## src/rtl/mem_arb_pkg.sv

```systemverilog
// mem_arb_pkg: types and helpers shared by the two-master memory arbiter.
//   arb_state_e     - arbiter FSM states
//   master_idx_t    - index of a requesting master (one bit for two masters)
//   ARB_NUM_MASTERS - number of masters sharing the slave port
//   arb_pick        - winner selection given both valids and the favoured master
package mem_arb_pkg;

  typedef enum logic [1:0] {
    ARB_IDLE = 2'd0,
    ARB_BUSY = 2'd1,
    ARB_RESP = 2'd2
  } arb_state_e;

  typedef logic master_idx_t;

  localparam int ARB_NUM_MASTERS = 2;

  // On a tie the favoured master wins; otherwise whichever master is asking.
  function automatic master_idx_t arb_pick(input logic v0, input logic v1,
                                           input master_idx_t favoured);
    master_idx_t w;
    if (v0 && v1) begin
      w = favoured;
    end else if (v0) begin
      w = 1'b0;
    end else begin
      w = 1'b1;
    end
    return w;
  endfunction

endpackage

```

## src/rtl/mem_arb_wdog.sv

```systemverilog
// mem_arb_wdog: per-transaction response watchdog.
//   clk_i      clock
//   reset_i    synchronous active-high reset
//   clr_i      restart the count at zero (issued when a grant is made)
//   en_i       advance the count by one this cycle
//   expired_o  count has reached TIMEOUT
// The count is cleared on every grant and only advances while the arbiter
// stays in its busy state, so it never passes TIMEOUT and never wraps.
module mem_arb_wdog #(
  parameter int TIMEOUT = 255,
  localparam int W      = $clog2(TIMEOUT + 1)
) (
  input  logic clk_i,
  input  logic reset_i,
  input  logic clr_i,
  input  logic en_i,
  output logic expired_o
);

  logic [W-1:0] cnt_q, cnt_d;

  // Next count: clear wins over enable.
  always_comb begin
    cnt_d = cnt_q;
    if (clr_i) begin
      cnt_d = {W{1'b0}};
    end else if (en_i) begin
      cnt_d = cnt_q + W'(1);
    end else begin
      cnt_d = cnt_q;
    end
  end

  // Count register.
  always_ff @(posedge clk_i) begin
    if (reset_i) begin
      cnt_q <= {W{1'b0}};
    end else begin
      cnt_q <= cnt_d;
    end
  end

  assign expired_o = (cnt_q == W'(TIMEOUT));

endmodule

```

## src/rtl/mem_arbiter2.sv

```systemverilog
// mem_arbiter2: shares one valid/ready native memory port between two masters.
// One transaction at a time is forwarded to the slave; the response goes back
// to the granted master as a one-cycle ready pulse. A watchdog terminates a
// transaction the slave never answers, returning ERR_RDATA and pulsing
// timeout_err.
//   clk, reset                     clock, synchronous active-high reset
//   mX_valid/instr/addr/wdata/wstrb  master requests (wstrb == 0 is a read)
//   mX_ready, mX_rdata             per-master completion pulse and data
//   s_valid/instr/addr/wdata/wstrb registered copy of the granted request
//   s_ready, s_rdata               slave completion and read data
//   grant_id                       master most recently granted
//   timeout_err                    pulse when the watchdog ended a transaction
// Build option: define MEM_ARB_RR_EN for round-robin arbitration; without it
// m0 always wins a simultaneous request.
module mem_arbiter2
  import mem_arb_pkg::*;
#(
  parameter int          TIMEOUT   = 255,
  parameter logic [31:0] ERR_RDATA = 32'hDEADBEEF
) (
  input  logic        clk,
  input  logic        reset,
  input  logic        m0_valid,
  input  logic        m0_instr,
  input  logic [31:0] m0_addr,
  input  logic [31:0] m0_wdata,
  input  logic [3:0]  m0_wstrb,
  output logic        m0_ready,
  output logic [31:0] m0_rdata,
  input  logic        m1_valid,
  input  logic        m1_instr,
  input  logic [31:0] m1_addr,
  input  logic [31:0] m1_wdata,
  input  logic [3:0]  m1_wstrb,
  output logic        m1_ready,
  output logic [31:0] m1_rdata,
  output logic        s_valid,
  output logic        s_instr,
  output logic [31:0] s_addr,
  output logic [31:0] s_wdata,
  output logic [3:0]  s_wstrb,
  input  logic        s_ready,
  input  logic [31:0] s_rdata,
  output logic        grant_id,
  output logic        timeout_err
);

  arb_state_e  state_q, state_d;
  logic        s_valid_q, s_valid_d;
  logic        s_instr_q, s_instr_d;
  logic [31:0] s_addr_q, s_addr_d;
  logic [31:0] s_wdata_q, s_wdata_d;
  logic [3:0]  s_wstrb_q, s_wstrb_d;
  master_idx_t grant_q, grant_d;
  logic        m0_ready_q, m0_ready_d;
  logic        m1_ready_q, m1_ready_d;
  logic [31:0] m0_rdata_q, m0_rdata_d;
  logic [31:0] m1_rdata_q, m1_rdata_d;
  logic        timeout_err_q, timeout_err_d;

  master_idx_t prio_s;
  master_idx_t win_s;
  logic        wd_clr_s;
  logic        wd_en_s;
  logic        wd_expired_s;
  logic [31:0] resp_data_s;

`ifdef MEM_ARB_RR_EN
  master_idx_t prio_q, prio_d;

  // After each completed transaction the other master gets the tie-break.
  always_comb begin
    prio_d = prio_q;
    if (state_q == ARB_RESP) begin
      prio_d = ~grant_q;
    end else begin
      prio_d = prio_q;
    end
  end

  // Priority pointer register.
  always_ff @(posedge clk) begin
    if (reset) begin
      prio_q <= 1'b0;
    end else begin
      prio_q <= prio_d;
    end
  end

  assign prio_s = prio_q;
`else
  assign prio_s = 1'b0;
`endif

  assign win_s = arb_pick(m0_valid, m1_valid, prio_s);

  mem_arb_wdog #(
    .TIMEOUT (TIMEOUT)
  ) u_wdog (
    .clk_i     (clk),
    .reset_i   (reset),
    .clr_i     (wd_clr_s),
    .en_i      (wd_en_s),
    .expired_o (wd_expired_s)
  );

  // FSM next state and next values of all registered outputs.
  always_comb begin
    state_d       = state_q;
    s_valid_d     = s_valid_q;
    s_instr_d     = s_instr_q;
    s_addr_d      = s_addr_q;
    s_wdata_d     = s_wdata_q;
    s_wstrb_d     = s_wstrb_q;
    grant_d       = grant_q;
    m0_ready_d    = 1'b0;
    m1_ready_d    = 1'b0;
    m0_rdata_d    = m0_rdata_q;
    m1_rdata_d    = m1_rdata_q;
    timeout_err_d = 1'b0;
    wd_clr_s      = 1'b0;
    wd_en_s       = 1'b0;
    resp_data_s   = s_rdata;

    case (state_q)
      ARB_IDLE: begin
        if (m0_valid || m1_valid) begin
          state_d   = ARB_BUSY;
          grant_d   = win_s;
          s_valid_d = 1'b1;
          wd_clr_s  = 1'b1;
          if (win_s == 1'b1) begin
            s_instr_d = m1_instr;
            s_addr_d  = m1_addr;
            s_wdata_d = m1_wdata;
            s_wstrb_d = m1_wstrb;
          end else begin
            s_instr_d = m0_instr;
            s_addr_d  = m0_addr;
            s_wdata_d = m0_wdata;
            s_wstrb_d = m0_wstrb;
          end
        end else begin
          state_d = ARB_IDLE;
        end
      end

      ARB_BUSY: begin
        // A slave answer in the expiry cycle takes precedence over the timeout.
        if (s_ready || wd_expired_s) begin
          state_d   = ARB_RESP;
          s_valid_d = 1'b0;
          if (s_ready) begin
            resp_data_s = s_rdata;
          end else begin
            resp_data_s   = ERR_RDATA;
            timeout_err_d = 1'b1;
          end
          if (grant_q == 1'b1) begin
            m1_ready_d = 1'b1;
            m1_rdata_d = resp_data_s;
          end else begin
            m0_ready_d = 1'b1;
            m0_rdata_d = resp_data_s;
          end
        end else begin
          state_d = ARB_BUSY;
          wd_en_s = 1'b1;
        end
      end

      ARB_RESP: begin
        state_d = ARB_IDLE;
      end

      default: begin
        state_d   = ARB_IDLE;
        s_valid_d = 1'b0;
      end
    endcase
  end

  // State and output registers.
  always_ff @(posedge clk) begin
    if (reset) begin
      state_q       <= ARB_IDLE;
      s_valid_q     <= 1'b0;
      s_instr_q     <= 1'b0;
      s_addr_q      <= 32'h0;
      s_wdata_q     <= 32'h0;
      s_wstrb_q     <= 4'h0;
      grant_q       <= 1'b0;
      m0_ready_q    <= 1'b0;
      m1_ready_q    <= 1'b0;
      m0_rdata_q    <= 32'h0;
      m1_rdata_q    <= 32'h0;
      timeout_err_q <= 1'b0;
    end else begin
      state_q       <= state_d;
      s_valid_q     <= s_valid_d;
      s_instr_q     <= s_instr_d;
      s_addr_q      <= s_addr_d;
      s_wdata_q     <= s_wdata_d;
      s_wstrb_q     <= s_wstrb_d;
      grant_q       <= grant_d;
      m0_ready_q    <= m0_ready_d;
      m1_ready_q    <= m1_ready_d;
      m0_rdata_q    <= m0_rdata_d;
      m1_rdata_q    <= m1_rdata_d;
      timeout_err_q <= timeout_err_d;
    end
  end

  assign s_valid     = s_valid_q;
  assign s_instr     = s_instr_q;
  assign s_addr      = s_addr_q;
  assign s_wdata     = s_wdata_q;
  assign s_wstrb     = s_wstrb_q;
  assign grant_id    = grant_q;
  assign m0_ready    = m0_ready_q;
  assign m1_ready    = m1_ready_q;
  assign m0_rdata    = m0_rdata_q;
  assign m1_rdata    = m1_rdata_q;
  assign timeout_err = timeout_err_q;

endmodule

```

## config.mk

```make
export PLATFORM = sky130hd
export DESIGN_NAME = mem_arbiter2
export DESIGN_NICKNAME = d
export VERILOG_FILES = /design/src/rtl/mem_arb_pkg.sv /design/src/rtl/mem_arb_wdog.sv /design/src/rtl/mem_arbiter2.sv
export SDC_FILE = /design/constraint.sdc
export NUM_CORES = 1
export LEC_CHECK = 0
export CORE_MARGIN = 2
export CORE_UTILIZATION = 42
export CTS_BUF_LIST = sky130_fd_sc_hd__clkbuf_8
export DETAILED_ROUTE_END_ITERATION = 8
export PLACE_DENSITY = 0.8
export SYNTH_ARGS = -nofsm -noshare
export SYNTH_HDL_FRONTEND = slang
export SYNTH_SLANG_ARGS = --single-unit
```

## constraint.sdc

```tcl
create_clock -name clk -period 4.14 [get_ports clk]
set_clock_uncertainty 0.05 [all_clocks]
set_input_delay 0.828 -clock clk [delete_from_list [all_inputs] [get_ports clk]]
set_output_delay 0.828 -clock clk [all_outputs]
set_load 0.005 [all_outputs]
```

* Word level (Yosys, flattened, before mapping)
Cells that the tools add are included.
Word-level totals: output and inout bits 138, register bits after elaboration 148, logic and storage cells 53, bits of input ports 175
Cells by class: reductions and logical operators 10, $add $sub $neg 1, mux-type cells 20, eq/ne operators 5, bitwise operators 4
Operators by type and width (number):
- $mux W32 | 3
- $mux W1 | 13
- $reduce_and A3 Y1 | 3
- $add A8 B1 Y8 const B | 1
- $eq A8 B8 Y1 const B | 1
- $mux W4 | 1
- $ne A2 B2 Y1 const B | 2
- $not A1 Y1 | 4
- $pmux W2 S2 | 1
- $pmux W1 S3 | 1
- $reduce_or A3 Y1 | 1
- $eq A2 B1 Y1 const B | 1
- $eq A2 B2 Y1 const B | 1
- $logic_not A2 Y1 | 1
- $logic_or A1 B1 Y1 | 2
- $mux W2 | 1
- $reduce_and A2 Y1 | 1
- $reduce_or A2 Y1 | 1
- $logic_and A1 B1 Y1 | 1

* Longest topological paths before layout
Gate-level depths: netlist of run 1.
depth in word-level cells 4, depth in mapped cells 7, gate-level depth less buffers 4

* Hierarchy
From an unflattened synthesis of run 1, not the netlist that was laid out.
Unflattened totals: cells, all modules 668, area, all modules 6622.6 µm²
Modules (own cells, without submodules):
- mem_arbiter2 | area each 6268.5 µm², cells each 628, times used 1, seq. area each 2802.7 µm²
- mem_arb_wdog | area each 354.1 µm², cells each 40, times used 1, seq. area each 160.2 µm²

* Worst setup path before layout of run 1
OpenSTA, ideal clock, no wires.
path kind input-to-reg, from in m0_valid, to reg s_addr_q[10], in the netlist s_addr[10], data arrival time 1.818 ns, setup slack 2.187 ns, path buffers 3, required time 4.004 ns, library setup time 0.086 ns, cell stages on the path 6, cell sequence buf_2 > nor2_1 > nor2_1 > buf_2 > buf_4 > a211oi_1
Between the ends: longest elaborated chain between the ends 3, elaborated cells on any way between the ends 6, classes of those cells mux (3); reduce/logical (3)
RTL lines:
- start, declared | RTL line mem_arbiter2.sv:23 | input logic m0_valid,
- $mux W1 / $logic_and A1 B1 Y1 (equally long branches) | RTL line mem_arb_pkg.sv:24, mem_arb_pkg.sv:22
- $mux W1 | RTL line mem_arb_pkg.sv:22 | if (v0 && v1) begin
- $mux W32 | RTL line mem_arbiter2.sv:132 | if (win_s == 1'b1) begin
- end signal, assigned | RTL line mem_arbiter2.sv:202 | s_addr_q <= s_addr_d;
- end, declared | RTL line mem_arbiter2.sv:51 | logic [31:0] s_addr_q, s_addr_d;
Several ways; a longest one is shown, not always the timed one. A chain may end at the register's enable or synchronous reset.

* Final worst setup path of run 1
from in s_ready, to reg m0_rdata_q[25], in the netlist m0_rdata[25]
Between the ends: longest elaborated chain between the ends 2, elaborated cells on any way between the ends 3, classes of those cells mux (1); reduce/logical (2)
RTL lines:
- start, declared | RTL line mem_arbiter2.sv:42 | input logic s_ready,
- $logic_or A1 B1 Y1 | RTL line mem_arbiter2.sv:150 | if (s_ready || wd_expired_s) begin
- $reduce_and A3 Y1 (no source line)
- end signal, assigned | RTL line mem_arbiter2.sv:208 | m0_rdata_q <= m0_rdata_d;
- end, declared | RTL line mem_arbiter2.sv:57 | logic [31:0] m0_rdata_q, m0_rdata_d;
Several ways; a longest one is shown, not always the timed one.

==> impl_summary.md, run 1 <==
Run status
The flow ran to the end, and the final reports show no timing, DRC or antenna violations.

Drt
The final route contains about 6600 vias. The mean number of vias per cell is 5.54. Dividing the detail-routed wire length by the instance count gives about 17 um. For this block, the initial DRC count from the detailed router was about 450. The number of optimization iterations in the first detailed-route pass is 4. The number of design rule violations left after detail routing is 0. The post-route antenna net violation count is 0. For this block, the routed nets add up to around 21000 um of wire.

Final layout
After routing the design area is 10300 um2. The post-route netlist has under 10% of its cells at a drive strength greater than 1. After the last flow step, the layout net total stands at roughly 1100. The antenna cell count is 0.

Compared with the post-synthesis result, the final layout area differs by 52.7%.

STA
The aggregate negative setup slack is 0 ns. The final-layout worst hold slack is ~0.43 ns. The count of endpoints failing setup in the final report is 0. The slew at the pin closest to its max-slew limit is about 1.1 ns. The achievable frequency is about 0.38 GHz. Setup repair after global routing left no endpoint under its margin. The count of final max-slew check failures is 0.

The worst path meets setup with approximately 1.5 ns of slack. The number of endpoints with negative hold slack in the final report is 0. The final cycle utilization of the critical path is around 64%.

The worst slew margin relative to its limit is ~27%. The smallest clock period supported by the final layout is computed as around 2.6 ns.

Synth
The mean instance size in the synthesized netlist is ~9.5 um2. After synthesis, the cell types taking the most area are sky130_fd_sc_hd__dfxtp_1 44%, sky130_fd_sc_hd__a211oi_1 13%, sky130_fd_sc_hd__mux2i_1 11%. The post-synth design cell area is roughly 6700 um2.

Counting flops and latches in the post-synthesis netlist gives 148. The proportion of synthesized flip-flops having asynchronous set or reset is 0%. The share of the synthesized area in the top cell type is 44.0%.

The most common cell in the synthesized netlist is sky130_fd_sc_hd__dfxtp_1. The predominant post-synthesis flop cell is sky130_fd_sc_hd__dfxtp_1. The commonest cells after synthesis are 148 x sky130_fd_sc_hd__dfxtp_1, 119 x sky130_fd_sc_hd__a211oi_1, 75 x sky130_fd_sc_hd__inv_1, 74 x sky130_fd_sc_hd__mux2i_1, 72 x sky130_fd_sc_hd__a21oi_1. Counting every net in the synthesized netlist gives 887. The post-synthesis instance total is around 700.

In this run, synthesis inferred 0 flip-flops with an integrated enable. Sequential elements use between 40% and 50% of the synthesized area. The Yosys step of the flow raised 0 warnings.

sky130_fd_sc_hd__dfxtp_1 takes more of the synthesized area than any other cell. In this run, distinct cell masters in the synthesized netlist total 42.

Setup path
The maximum net fanout on the critical path is 26. The number of cells on the worst reg-to-reg path is 4. Data arrives at the worst endpoint at 2.91 ns.

The capture point of the worst reg-to-reg path is s_wdata[7]$_SDFFE_PP0P_. The worst setup path is launched from a primary input. The endpoint class of the critical path is a register. STA puts the critical path data required time at about 4.4 ns. Setup slack on the worst reg-to-reg path comes out at about 1.9 ns. The worst reg2reg path startpoint is state_q[1]$_SDFF_PP0_. The setup path with the least slack is of type primary input to register.

Placed design
OpenSTA, run right after detailed placement, puts the worst setup slack at about 1.1 ns. The number of buffers added on ports is 312. Once detailed placement completed, the half-perimeter wirelength came to around 14000 um. The final weighted congestion in routability-driven placement is 0.775. The standard cell area after detailed placement is a little under 10000 um2.

Die
The initialized floorplan defines between 40 and 50 standard-cell rows. From bottom edge to top edge, the die measures roughly 130 um. The die covers 17100 um2. The chip width is 131 um. For this configuration, the core starts out at a cell density of ~43%. The core region is 15800 um2. The I/O pin total is ~310.

Clock tree
The latest clock arrival within the worst-skew pair is approximately 0.44 ns. The number of gates resized after CTS was 0. TritonCTS built the clock tree. The H-tree generated during clock tree synthesis spans 4 levels. The clock transition time at the flip-flop clock pins of the worst setup and hold paths is about 0.080 ns. The clock root buffer is sky130_fd_sc_hd__clkbuf_8. TritonCTS created 17 clock buffers.

The maximum clock insertion buffer count is 2. The post-CTS setup buffer count is 0. Buffers inserted to repair hold after CTS numbered 0. CTS saw 148 sinks.

Min path
The type of the tightest min-delay check is register to register. The capture endpoint of the worst hold path is m0_rdata[15]$_SDFFE_PP0P_. The instance count along the most critical hold path is 2. The beginning of the worst hold path is m0_rdata[15]$_SDFFE_PP0P_.

Global route
Entering global routing, the biggest net connects 80 pins. The number of antenna violations at the first check in global routing came to 0. The first global-routing pass estimated 32100 um of wire.

The via count of the first global-routing pass came to about 6300. The global-route congestion overflow total is 0. In the global route stage, overall resource usage came out at a little under a quarter.

Pwr
The total power density per cell area is ~350 nW/um2. The leakage power of the design is roughly 3.7 nW. The worst IR drop on VDD is ~220 uV.

Run
Across the run, the number of max-cap violations was 0.
==> metrics by stage <==
| step | total power, mW | instances | util (%) |
|---|---|---|---|
| 6_report | 3.65 | 1199 | 65.2 |
| 5_1_grt | 3.82 | 1199 | 65.2 |
| 4_1_cts | 3.67 | 1199 | 65.2 |
| 3_5_place_dp | 2.50 | 1167 | 62.6 |
| 3_3_place_gp | 2.49 | 1167 | 62.6 |
| 2_1_floorplan | 2.02 | 711 | - |
==> sequential cells by signal (all words and copies together), names as in the netlist <==
register / cells
m0_rdata: 32
m1_rdata: 32
s_addr: 32
s_wdata: 32
u_wdog.cnt_q: 8
s_wstrb: 4
state_q: 2
grant_id: 1
m0_ready: 1
m1_ready: 1
s_instr: 1
s_valid: 1
timeout_err: 1
==> area by class of cell <==
type / count / area (um2)
Clock buffer: 19 / 262
Clock inverter: 13 / 159
Fill cell: 1339 / 5480
Inverter: 75 / 282
Multi-Input combinational cell: 407 / 3140
Sequential cell: 148 / 2960
Tap cell: 216 / 270
Timing Repair Buffer: 321 / 3210
==> how the worst max path moves through the flow <==
stage,start,to,slack [ns],depth (start not counted)
after floorplan,m0_valid,s_addr[10]$_SDFFE_PP0P_,2.19,6
after global placement,s_ready,m0_rdata[5]$_SDFFE_PP0P_,1.13,5
after detailed placement,m1_valid,s_wdata[7]$_SDFFE_PP0P_,1.07,5
after CTS,m1_valid,s_addr[27]$_SDFFE_PP0P_,1.54,5
after global routing,s_ready,m0_rdata[15]$_SDFFE_PP0P_,1.34,5
final,s_ready,m0_rdata[25]$_SDFFE_PP0P_,1.50,5
==> logic make-up after synthesis <==
kind of cell | count (synthesis) | synth area share, %
mux | 74 | 11.0
fa+ha+maj | 1 | 0.186
flops | 148 | 44.0
simple gates | 43 | 3.85
buf+inv | 156 | 9.88
compound gates | 289 | 31.1
==> placed cells by master, fill, tap and decap left out, drive strengths merged, types with 5 or more instances in the layout <==
master	instances
nor4	7
nand3	5
dfxtp	148
buf	11
o211ai	6
mux2i	74
a21oi	73
a211oi	119
nand2	11
a31oi	16
clkdlybuf4s50	310
inv	78
a311oi	16
a32o	24
o32ai	24
clkbuf	19
==> routing by layer <==
layer  track usage (%)  vias to the layer above  part of all wire (%)
met5                 0                        -                     0
met4              9.01                        0                   3.0
met2              38.8                      262                    49
li1                  -                     3218                     -
met3              6.43                       36                   7.0
met1              29.9                     3129                    41
==> critical path, stage by stage <==
cell                              delay, ns
sky130_fd_sc_hd__clkdlybuf4s50_1       0.56
sky130_fd_sc_hd__buf_4                 0.31
sky130_fd_sc_hd__nand2_1               0.58
sky130_fd_sc_hd__o32ai_1               0.53
sky130_fd_sc_hd__a211oi_1              0.09
==> power breakdown <==
group,switching (mW),total (mW),internal (mW)
clock,0.552,1.18,0.626
combinational,0.387,0.869,0.482
sequential,0.0665,1.60,1.53
total,1.01,3.65,2.64
Note: power is estimated with default switching activity, not from simulation.
==> run 2: changes to the inputs <==
CORE_UTILIZATION = 39   (was 42)
PLACE_DENSITY = 0.78   (was 0.8)
clock period = 2.4 ns   (was 4.14 ns; I/O delays follow)
==> run 2 against run 1 <==
First-iteration DRC count decreased by 19%. Die area increased by 7.5%. Combinational power increased by 74%. Clock-buffer cell count decreased by 1. Register-to-register slack got worse by 1.4 ns. Sequential share of layout area decreased by 0.25 points. Clock power increased by 60%. Non-clock buffer count increased by 11. Critical path depth decreased by 4. Critical path type is now register to primary output.
==> impl_summary.md, run 2 (synthesis gave the netlist of run 1 again) <==
STA
The final critical path time including I/O delays and setup is ~2.1 ns. Setup repair after global routing left no endpoint under its margin. The worst pin sits at a relative slew slack of 30.6%. The count of final max-slew check failures is 0. The achievable frequency is about 0.48 GHz.

The final cycle utilization of the critical path is approximately 90%. At the pin with the least slew margin, the transition time is just over 1 ns. The final setup slack of the worst path is slightly below 0.3 ns.

The number of endpoints with negative hold slack in the final report is 0. For the final routed database, the setup TNS stands at 0 ns. The count of endpoints failing setup in the final report is 0.

Min path
The tightest min-delay check is of the register to register type.

Global route
The first global-routing pass estimated ~33000 um of wire. The via count of the first global-routing pass is around 6600. The largest net degree at the start of global routing is 68. The overall routing resource usage is between 20% and 30%.

The number of antenna violations at the first check in global routing was 0. After global routing the overflow that remains totals 0.

Drt
After detailed routing, the number of vias per cell comes to 5.48. The count of nets left with antenna violations once routing finished came out at 0. The number of violations reported at the end of detailed-routing iteration 0 is 362. After detailed routing, the average wire length per cell comes to about 17 um. Wires add up to between 20000 and 25000 um. In the routed design, unresolved DRC markers number 0. The pre-antenna-repair detailed-routing pass consisted of 5 iterations. The via count of the routed design is between 6000 and 7000.

Final layout
The number of nets in the layout is about 1200. The register cell area after layout is a little under 3000 um2. The most common cell after layout, fill and taps aside is sky130_fd_sc_hd__clkdlybuf4s50_1. Of the cells placed in the final design, the portion with a size suffix greater than 1 is roughly 6.2%. Leaving out fill and tap cells, the most frequent cells in the layout are 310 x sky130_fd_sc_hd__clkdlybuf4s50_1, 148 x sky130_fd_sc_hd__dfxtp_1, 119 x sky130_fd_sc_hd__a211oi_1, 77 x sky130_fd_sc_hd__inv_1, 74 x sky130_fd_sc_hd__mux2i_1. Once layout is complete, the cells apart from fillers number 1218.

The number of fillers in the final layout is approximately 1500. The antenna cell count is 0. At the end of the flow the core is filled with cells to approximately three fifths.

The area of the multi-input gates is approximately 3100 um2. Relative to the synthesized area, the layout overhead comes to 54.1%.

Setup path
The biggest cell delay along the critical path is approximately 0.6 ns. The worst setup path is captured at a primary output. In this run the worst path has a maximum fanout of 7. On the critical path the largest part of the delay comes from buffers and inverters. The library cell contributing the largest single delay on the critical path is sky130_fd_sc_hd__clkdlybuf4s50_1.

Counting both buffers and inverters, the worst setup path holds a total of 1. The required time of the critical path is around 1.9 ns. The critical path goes through clkdlybuf4s50_1.

For the worst setup path, the data arrival time is roughly 1.6 ns. The worst setup path is launched from a register. By startpoint and endpoint, the worst setup path is classified as register to primary output.

Pwr
The fraction of power spent switching nets is 28.0%. The part of the power in the clock network is a little under a third. Dividing total power by cell area gives a power density of just under 600 nW/um2. Per report_power, the sequential group accounts for around 45% of the total. The relative contribution of combinational cells to total power is 24.6%. Cell internal power was estimated by the tool at roughly 4.4 mW.

The overall power is 6.17 mW. VDD sags by at most ~340 uV. For this design the total switching power over the nets is between 1.5 and 2 mW.

The leakage power of the design is 3.76 nW.

Die
Measured along the y axis, the die boundary spans between 100 and 150 um. The I/O pin total is ~310. The chip width is 135 um.

The die covers 18300 um2. The placeable core area is ~17000 um2. The initial utilization of the core area, before any placement, comes to 39.3%. The initialized floorplan defines 48 standard-cell rows.

Clock tree
Counting every sink on the clock net gives around 150. The post-CTS setup buffer count is 0. Clock-pin slew was measured on the worst setup and hold paths at about 0.08 ns. TritonCTS built the clock tree. The total of cells resized after clock tree synthesis is 0. The number of buffers added by the clock tree synthesis step is 17. At the later pin of the worst-skew pair, clock insertion delay measures around 0.43 ns. The number of hold-repair buffers added at the cts stage is 0.

The clock root buffer is sky130_fd_sc_hd__clkbuf_8. The longest clock path from root to sink contains 2 buffers. The clock tree synthesis step divided the H-tree into 4 levels.

Run
The max-cap check violation count is 0.

Placed design
The number of buffers added on ports is roughly 310. Before CTS, the worst setup slack after placement is ~0.12 ns. The cell count after placement is about 1200. The wire-length estimate of the detail-placed layout is roughly 14000 um.

The final weighted congestion in routability-driven placement is slightly below 0.8.

Run status
The flow ran to the end, and the final reports show no timing, DRC or antenna violations.
==> run 2: changes by cell type in the layout (fill, tap and decap cells not counted), moves of 2 or more <==
cell                         before  now
sky130_fd_sc_hd__buf_12           2    5
sky130_fd_sc_hd__buf_4            9   17
sky130_fd_sc_hd__inv_6            1    3
sky130_fd_sc_hd__clkinvlp_4       4    2
sky130_fd_sc_hd__clkinv_2         1    3
==> run 2: power groups by stage <==
stage / Combinational [mW] / Sequential, mW / Clock, mW
final: 1.51 / 2.76 / 1.89
after global routing: 1.65 / 2.78 / 2.04
after CTS: 1.53 / 2.76 / 1.95
after detailed placement: 1.52 / 2.81 / 0
after global placement: 1.51 / 2.81 / 0
after floorplan: 0.668 / 2.81 / 0
==> run 2: worst reg2reg max path, delay by kind of cell (launching register included) <==
family / cells / cell delay, ns
compound gates: 2 / 0.34
simple gates: 1 / 0.91
flops: 1 / 0.53
==> run 2: final cells by class <==
cell class              count  share of cell area (%)
clock inverters            13                    1.28
multi-input cells         407                    30.3
clock buffers              18                    2.39
flip-flops and latches    148                    28.5
inverters                  75                    2.71
repair buffers            332                    32.1
well taps                 225                    2.71
==> run 2: final timing paths <==
path | slack (ns) | startpoint | endpoint | depth (start not counted)
min reg2reg | 0.43 | m1_rdata[26]$_SDFFE_PP0P_ | m1_rdata[26]$_SDFFE_PP0P_ | 2
max reg2reg | 0.44 | grant_id$_SDFFE_PP0P_ | m1_rdata[31]$_SDFFE_PP0P_ | 3
max | 0.30 | grant_id$_SDFFE_PP0P_ | grant_id | 1
min | 0.43 | m1_rdata[26]$_SDFFE_PP0P_ | m1_rdata[26]$_SDFFE_PP0P_ | 2
==> run 2: metrics by stage <==
step           hold WS, ns  instance area, um2
2_1_floorplan        0.414                6740
3_3_place_gp         0.407               10000
3_5_place_dp         0.416               10000
4_1_cts              0.412               10400
5_1_grt              0.452               10400
6_report             0.426               10400
==> run 2: metal layers <==
| metal | up-vias | wire length [um] | track usage, % |
|---|---|---|---|
| li1 | 3236 | - | - |
| met5 | - | 0 | 0 |
| met2 | 256 | 10100 | 37.8 |
| met4 | 0 | 452 | 7.93 |
| met3 | 36 | 1580 | 6.25 |
| met1 | 3141 | 8440 | 27.0 |
==> run 3: changes to the inputs <==
CAP_MARGIN = 20   (was unset)
==> results of run 3 <==
No change in the layout: final DEF, timing and power equal those of run 2.
